$ cat config.mk
export PLATFORM = sky130hd
export DESIGN_NAME = ace_vram_arbiter
export DESIGN_NICKNAME = d
export VERILOG_FILES = /design/src/rtl/ace_vram_arbiter.sv
export SDC_FILE = /design/constraint.sdc
export NUM_CORES = 1
export LEC_CHECK = 0
export CORE_MARGIN = 5
export CORE_UTILIZATION = 45
export CTS_BUF_LIST = sky130_fd_sc_hd__clkbuf_8 sky130_fd_sc_hd__clkbuf_16
export DETAILED_ROUTE_END_ITERATION = 10
export PLACE_DENSITY = 0.85
export REMOVE_ABC_BUFFERS = 1
export SYNTH_ARGS = -nofsm -noshare
export SYNTH_HDL_FRONTEND = slang
export SYNTH_SLANG_ARGS = --single-unit
$ cat constraint.sdc
create_clock -name clk -period 2.4 [get_ports clk]
set_input_delay 0.36 -clock clk [delete_from_list [all_inputs] [get_ports clk]]
set_output_delay 0.36 -clock clk [all_outputs]
set_load 0.05 [all_outputs]
$ cat src/rtl/ace_vram_arbiter.sv
// Shares one single-port synchronous VRAM between the Z80 and video fetch; video has priority.
// Optional CPU starvation guard: define ACE_ARB_STARVE_GUARD_EN.
module ace_vram_arbiter #(
    parameter int AW          = 10,
    parameter int DW          = 8,
    parameter int MAX_VID_RUN = 4
) (
    input  logic          clk,
    input  logic          reset,
    input  logic          vid_req,
    input  logic [AW-1:0] vid_addr,
    output logic [DW-1:0] vid_data,
    output logic          vid_ack,
    input  logic          cpu_sel,
    input  logic          cpu_rd,
    input  logic          cpu_wr,
    input  logic [AW-1:0] cpu_addr,
    input  logic [DW-1:0] cpu_din,
    output logic [DW-1:0] cpu_dout,
    output logic          cpu_wait_n,
    output logic [AW-1:0] ram_addr,
    output logic [DW-1:0] ram_din,
    output logic          ram_we,
    input  logic [DW-1:0] ram_dout,
    output logic [1:0]    dbg_state
);

    // Handshakes: vid_req is a level held until the one-cycle vid_ack (data valid with it);
    // the CPU strobe is stalled by cpu_wait_n low until its access completes (cpu_done).
    typedef enum logic [1:0] {ST_IDLE = 2'd0, ST_ISSUE = 2'd1, ST_CAPT = 2'd2} state_t;

    state_t        state_q, state_d;
    logic          owner_cpu_q, owner_cpu_d;
    logic          op_wr_q, op_wr_d;
    logic          abort_q, abort_d;
    logic          cpu_done_q, cpu_done_d;
    logic          vid_ack_q, vid_ack_d;
    logic          ram_we_q, ram_we_d;
    logic [AW-1:0] ram_addr_q, ram_addr_d;
    logic [DW-1:0] ram_din_q, ram_din_d;
    logic [DW-1:0] vid_data_q, vid_data_d;
    logic [DW-1:0] cpu_dout_q, cpu_dout_d;

    logic cpu_req, cpu_busy, cpu_pend, arb_point, guard_hit, cpu_grant, vid_grant;

    assign cpu_req    = cpu_sel & (cpu_rd | cpu_wr) & ~cpu_done_q;
    assign cpu_wait_n = ~cpu_req;
    // The CPU access already in flight must not be granted a second time at its own CAPT edge.
    assign cpu_busy   = owner_cpu_q & ~abort_q & (state_q != ST_IDLE);
    assign cpu_pend   = cpu_req & ~cpu_busy;
    assign arb_point  = (state_q == ST_IDLE) || (state_q == ST_CAPT);
    assign cpu_grant  = arb_point & cpu_pend & (~vid_req | guard_hit);
    assign vid_grant  = arb_point & vid_req & ~cpu_grant;

`ifdef ACE_ARB_STARVE_GUARD_EN
    localparam int RW = $clog2(MAX_VID_RUN + 1);
    localparam logic [RW-1:0] RUN_MAX = RW'(MAX_VID_RUN);

    logic [RW-1:0] run_q, run_d;

    assign guard_hit = cpu_pend && (run_q == RUN_MAX);

    always_comb begin
        run_d = run_q;
        if (!cpu_pend || cpu_grant) run_d = '0;
        else if (vid_grant) run_d = run_q + 1'b1;
    end

    always_ff @(posedge clk or negedge reset) begin
        if (!reset) run_q <= '0;
        else        run_q <= run_d;
    end
`else
    assign guard_hit = 1'b0;
`endif

    always_comb begin
        state_d     = state_q;
        owner_cpu_d = owner_cpu_q;
        op_wr_d     = op_wr_q;
        abort_d     = abort_q;
        cpu_done_d  = cpu_done_q;
        vid_ack_d   = 1'b0;
        ram_we_d    = 1'b0;
        ram_addr_d  = ram_addr_q;
        ram_din_d   = ram_din_q;
        vid_data_d  = vid_data_q;
        cpu_dout_d  = cpu_dout_q;

        if (!cpu_sel) cpu_done_d = 1'b0;
        if (cpu_busy && !cpu_sel) abort_d = 1'b1;

        case (state_q)
            ST_ISSUE: state_d = ST_CAPT;
            ST_CAPT: begin
                if (!owner_cpu_q) begin
                    vid_data_d = ram_dout;
                    vid_ack_d  = 1'b1;
                end else begin
                    if (!op_wr_q) cpu_dout_d = ram_dout;
                    // An aborted bus cycle still finishes at the RAM but never reports done.
                    if (cpu_sel && !abort_q) cpu_done_d = 1'b1;
                end
            end
            default: ;
        endcase

        if (arb_point) begin
            state_d = ST_IDLE;
            if (cpu_grant) begin
                state_d     = ST_ISSUE;
                owner_cpu_d = 1'b1;
                op_wr_d     = cpu_wr;
                abort_d     = 1'b0;
                ram_addr_d  = cpu_addr;
                ram_din_d   = cpu_din;
                ram_we_d    = cpu_wr;
            end else if (vid_grant) begin
                state_d     = ST_ISSUE;
                owner_cpu_d = 1'b0;
                ram_addr_d  = vid_addr;
            end
        end
    end

    always_ff @(posedge clk or negedge reset) begin
        if (!reset) begin
            state_q     <= ST_IDLE;
            owner_cpu_q <= 1'b0;
            op_wr_q     <= 1'b0;
            abort_q     <= 1'b0;
            cpu_done_q  <= 1'b0;
            vid_ack_q   <= 1'b0;
            ram_we_q    <= 1'b0;
            ram_addr_q  <= '0;
            ram_din_q   <= '0;
            vid_data_q  <= '0;
            cpu_dout_q  <= '0;
        end else begin
            state_q     <= state_d;
            owner_cpu_q <= owner_cpu_d;
            op_wr_q     <= op_wr_d;
            abort_q     <= abort_d;
            cpu_done_q  <= cpu_done_d;
            vid_ack_q   <= vid_ack_d;
            ram_we_q    <= ram_we_d;
            ram_addr_q  <= ram_addr_d;
            ram_din_q   <= ram_din_d;
            vid_data_q  <= vid_data_d;
            cpu_dout_q  <= cpu_dout_d;
        end
    end

    assign vid_data  = vid_data_q;
    assign vid_ack   = vid_ack_q;
    assign cpu_dout  = cpu_dout_q;
    assign ram_addr  = ram_addr_q;
    assign ram_din   = ram_din_q;
    assign ram_we    = ram_we_q;
    assign dbg_state = state_q;

endmodule
After elaboration in Yosys (flattened, before gate mapping)
Index checks and enable logic that the tools add are counted.
{ "totals": {"n_memories": 0, "register_bits": 42, "ram_bits": 0, "rom_bits": 0, "latch_bits": 0} }
{ "op_classes": {"n_addsub": 0, "bitwise": 18, "mul": 0, "n_div": 0, "n_reduce_logical": 13, "order_cmp": 0, "n_mux": 19, "eq_ne": 2, "shift": 0} }
{ "op_table": {"columns": ["operator", "count"], "rows": [
  ["10-bit 2-to-1 mux", 2],
  ["1-bit 2-to-1 mux", 15],
  ["1-bit AND", 9],
  ["1-bit NOT", 8],
  ["2-bit AND reduction", 3],
  ["2-bit nonzero test", 3],
  ["2-bit 2-to-1 mux", 2],
  ["3-bit AND reduction", 1],
  ["2-bit by 1-bit equality test with 1-bit output, second input constant", 1],
  ["2-bit equality test, second input constant", 1],
  ["1-bit logical AND", 2],
  ["1-bit logical NOT", 2],
  ["2-bit logical NOT", 1],
  ["1-bit logical OR", 1],
  ["1-bit OR", 1]
]} }

Longest topological paths before layout
{ "depth": {"word_depth": 12, "mapped_depth": 5} }

Worst setup path before layout
Ideal clock, no wire load.
{ "synth_path": {"path_type": "register -> register", "startpoint": "reg state_q[0] (netlist: dbg_state[0])", "endpoint": "reg op_wr_q", "setup_slack_ns": 0.472, "path_stages_with_launch": 6, "synth_period_minus_slack_ns": 1.928, "arrival_time_ns": 1.803, "t_required_ns": 2.275, "cell_sequence": "dfrtp_1 > buf_6 > nor2_2 > or4b_4 > buf_6 > mux2_4"} }
{ "synth_between": {"elab_chain_len": 7, "word_cells_on_any_way": 10} }
{ "synth_rtl": {"columns": ["item", "line_no", "source"], "rows": [
  ["start: declaration", "32", "state_t state_q, state_d;"],
  ["start signal: assignment", "140", "state_q <= state_d;"],
  ["2-bit nonzero test", "49", "assign cpu_busy = owner_cpu_q & ~abort_q & (state_q != ST_IDLE);"],
  ["1-bit AND", "49", null],
  ["1-bit NOT", "50", "assign cpu_pend = cpu_req & ~cpu_busy;"],
  ["1-bit AND", "50", null],
  ["1-bit AND (2 in a row)", "52", "assign cpu_grant = arb_point & cpu_pend & (~vid_req | guard_hit);"],
  ["2-bit AND reduction (no source line) *", null, null],
  ["end signal: assignment", "142", "op_wr_q <= op_wr_d;"],
  ["end: declaration", "34", "logic op_wr_q, op_wr_d;"]
]} }
Every way passes the cells marked *; elsewhere a longest branch is shown, timed or not.
A chain may end at the register's enable or synchronous reset.

Worst setup path in the final report
{ "layout_path": {"startpoint": "reg state_q[0] (netlist: dbg_state[0])", "endpoint": "out dbg_state[0]"} }
{ "layout_lines": {"columns": ["item", "line_no", "source"], "rows": [
  ["end: declaration", "25", "output logic [1:0] dbg_state"]
]} }
No word-level cell between the ends.

==> results.json <==
{
  "status": "completed",
  "critical_path_class": "flop to output pin",
  "ys_warn_count": 0,
  "htreeDepth": 2,
  "yosys.area.top_type": "dfrtp_1",
  "synth_top_area_share_pct": 56.9,
  "end_kind": "output pin",
  "cts_tree": "done",
  "antenna_found_initial": 0,
  "postCtsHoldBufs": 0,
  "max_slew_margin_pct": 39.7,
  "cts_root_buffer": "clkbuf_8",
  "grt_pass1_vias": 1527,
  "drv_cap": 0,
  "cts_setup_buffers": 0,
  "syn_to_final_growth_pct": 52.4,
  "final_nets": 267,
  "hold_class": "primary input to async pin",
  "pre_cts_slack_ns": 0.291,
  "clock_path_buffers": 2,
  "grt_start_max_net_pins": 43,
  "clk_latency_ns": 0.29,
  "first_pass_iters": 4,
  "crit_fanout": 11,
  "timing.rr.end": "ram_din[6]",
  "wl_per_cell_um": 17.5,
  "setup_viol": 0,
  "slew_viol_final": 0,
  "cp-endpoint": "dbg_state[0]",
  "grt_usage_pct": 19.0,
  "boundaryPins": 81,
  "ys_types": 24,
  "clk_pin_slew_ns": 0.08,
  "final_area_sq_um": 2820,
  "fmax_ghz": 0.474,
  "dr.first_iter.drc_count": 101,
  "rsz0062_at_grt": "no",
  "cp.depth": 1,
  "die_area_sq_um": 5490,
  "setup_ws_ns": 0.290,
  "crit_family": "buffers and inverters",
  "ant_nets": 0,
  "dpl_cell_area_sq_um": 2700,
  "timing.setup.tns_ns": 0,
  "coreArea_sq_um": 4000,
  "initial_core_util_pct": 46.2,
  "die_h_um": 74.1,
  "place_hpwl_um": 3570,
  "period_minus_slack_ns": 2.11,
  "fin_crit_sh_pct": 87.9,
  "path_cells": "clkdlybuf4s50_1",
  "ys_seq_elements": 42,
  "n_antenna_cell": 0,
  "viasPerCell": 5.37,
  "slowest_delay_ns": 0.88,
  "finClkSkew_ns": 0.00484,
  "reg2reg_depth": 3,
  "drcViolationCount": 0,
  "crit_start": "dbg_state[0]",
  "grt_overflow": 0,
  "crit_buf_inv": 1,
  "routed_wl_um": 4820,
  "worst_pin_slew_ns": 0.905,
  "nFillCells": 287,
  "cts_made_buffers": 5,
  "grt_pass1_wl_um": 7780,
  "worstReg2RegStart": "dbg_state[1]",
  "syn_avg_cell_area_sq_um": 12.9,
  "gp_congestion": 0.774,
  "drive_above_1_share_pct": 19.6,
  "io_buffers": 80,
  "whs_ns": 0.191,
  "rows": 23,
  "r2r_slack_ns": 0.51,
  "cp_data_arrival_time_ns": 1.75,
  "leakage_nw": 1.16,
  "required_ns": 2.04,
  "synthesis.area_sq_um": 1850,
  "synth-seq-area-share_pct": 56.9,
  "pwr_density_cell_nw_per_um2": 1560,
  "synth_cells": 143,
  "synth.area.top_cells": "dfrtp_1 57%, mux2_2 10%, mux2_4 6.5%",
  "timing.final.hold_violations": 0,
  "cts_resized": 0,
  "vdd_drop_max_mv": 0.963,
  "die_w_um": 74.1,
  "dr_total_vias": 1478,
  "crit_path_start_kind": "flop",
  "cts.sinks": 42,
  "cp_slowest_cell": "clkdlybuf4s50_1",
  "final_util_pct": 70.4
}
==> worst min path at each step <==
stage / startpoint / to / depth (start not counted)
after global routing: reset / cpu_dout[5] / 1
after floorplan: reset / abort_q / 0
after CTS: reset / ram_din[1] / 1
after detailed placement: vid_data[5] / vid_data[5] / 1
after global placement: cpu_dout[5] / cpu_dout[5] / 1
final: reset / vid_data[1] / 1
==> placed cells by master (no fill, tap or decap) <==
master           count
clkdlybuf4s50_1     78
dfrtp_1             42
mux2_2              17
nand2_1             11
a22oi_1             10
o311ai_0            10
o211ai_1            10
mux2_4               8
clkbuf_8             6
buf_4                6
nor2_1               5
inv_1                3
nor2b_1              2
nor3b_1              2
nor2_2               2
o21a_1               2
or2_2                1
nand2b_1             1
and3b_1              1
or4b_4               1
nand3b_1             1
a31oi_1              1
or3_1                1
a2bb2oi_1            1
bufinv_16            1
buf_2                1
buf_12               1
==> power by group <==
group | switching, W | total, W | internal [W]
combinational | 0.00156 | 0.00255 | 0.000988
sequential | 0.000235 | 0.00128 | 0.00105
clock | 0.000231 | 0.000563 | 0.000333
total | 0.00202 | 0.00439 | 0.00237
==> registers in the layout, indices dropped and copies added (netlist names) <==
register and count:
abort_q 1, op_wr_q 1, cpu_dout 8, dbg_state 2, owner_cpu_q 1, vid_ack 1, ram_din 8, ram_we 1
cpu_done_q 1, vid_data 8, ram_addr 10
==> logic make-up after synthesis <==
| logic type | count (synthesis) | synth area share (%) |
|---|---|---|
| simple gates | 28 | 8.06 |
| mux | 25 | 16.9 |
| compound gates | 34 | 14.5 |
| buf+inv | 14 | 3.72 |
| flops | 42 | 56.9 |
==> cell usage after synthesis <==
library cell / n
mux2_2: 17
or4b_4: 1
a2bb2oi_1: 1
nor2_1: 5
nor2_2: 2
nor3b_1: 2
mux2_4: 8
nand3b_1: 1
a22oi_1: 10
o311ai_0: 10
buf_2: 1
inv_1: 3
clkbuf_1: 8
dfrtp_1: 42
a31oi_1: 1
or2_2: 1
and3b_1: 1
o211ai_1: 10
nand2_1: 11
nand2b_1: 1
nor2b_1: 2
or3_1: 1
buf_6: 2
o21a_1: 2
==> routing by layer <==
| metal | wire [um] | GRT usage (%) | up-vias |
|---|---|---|---|
| met1 | 2070 | 26.0 | 728 |
| li1 | - | - | 693 |
| met3 | 242 | 4.86 | 8 |
| met4 | 78 | 6.64 | 0 |
| met5 | 0 | 0 | - |
| met2 | 2440 | 29.5 | 49 |
==> layout make-up <==
cell class | instances | area [sq um] | share of cell area (%)
flip-flops and latches | 42 | 1050 | 37.3
repair buffers | 86 | 851 | 30.2
clock buffers | 6 | 82.6 | 2.93
inverters | 3 | 11.3 | 0.400
well taps | 50 | 62.6 | 2.22
multi-input cells | 87 | 728 | 25.9
clock inverters | 1 | 30.0 | 1.07
==> metrics by stage <==
stage	instances	total power [W]
floorplan	132	0.00292
global placement	268	0.00380
global route	275	0.00459
finish	275	0.00439
CTS	275	0.00443
detailed placement	268	0.00385
(Power assumes the default switching activity.)
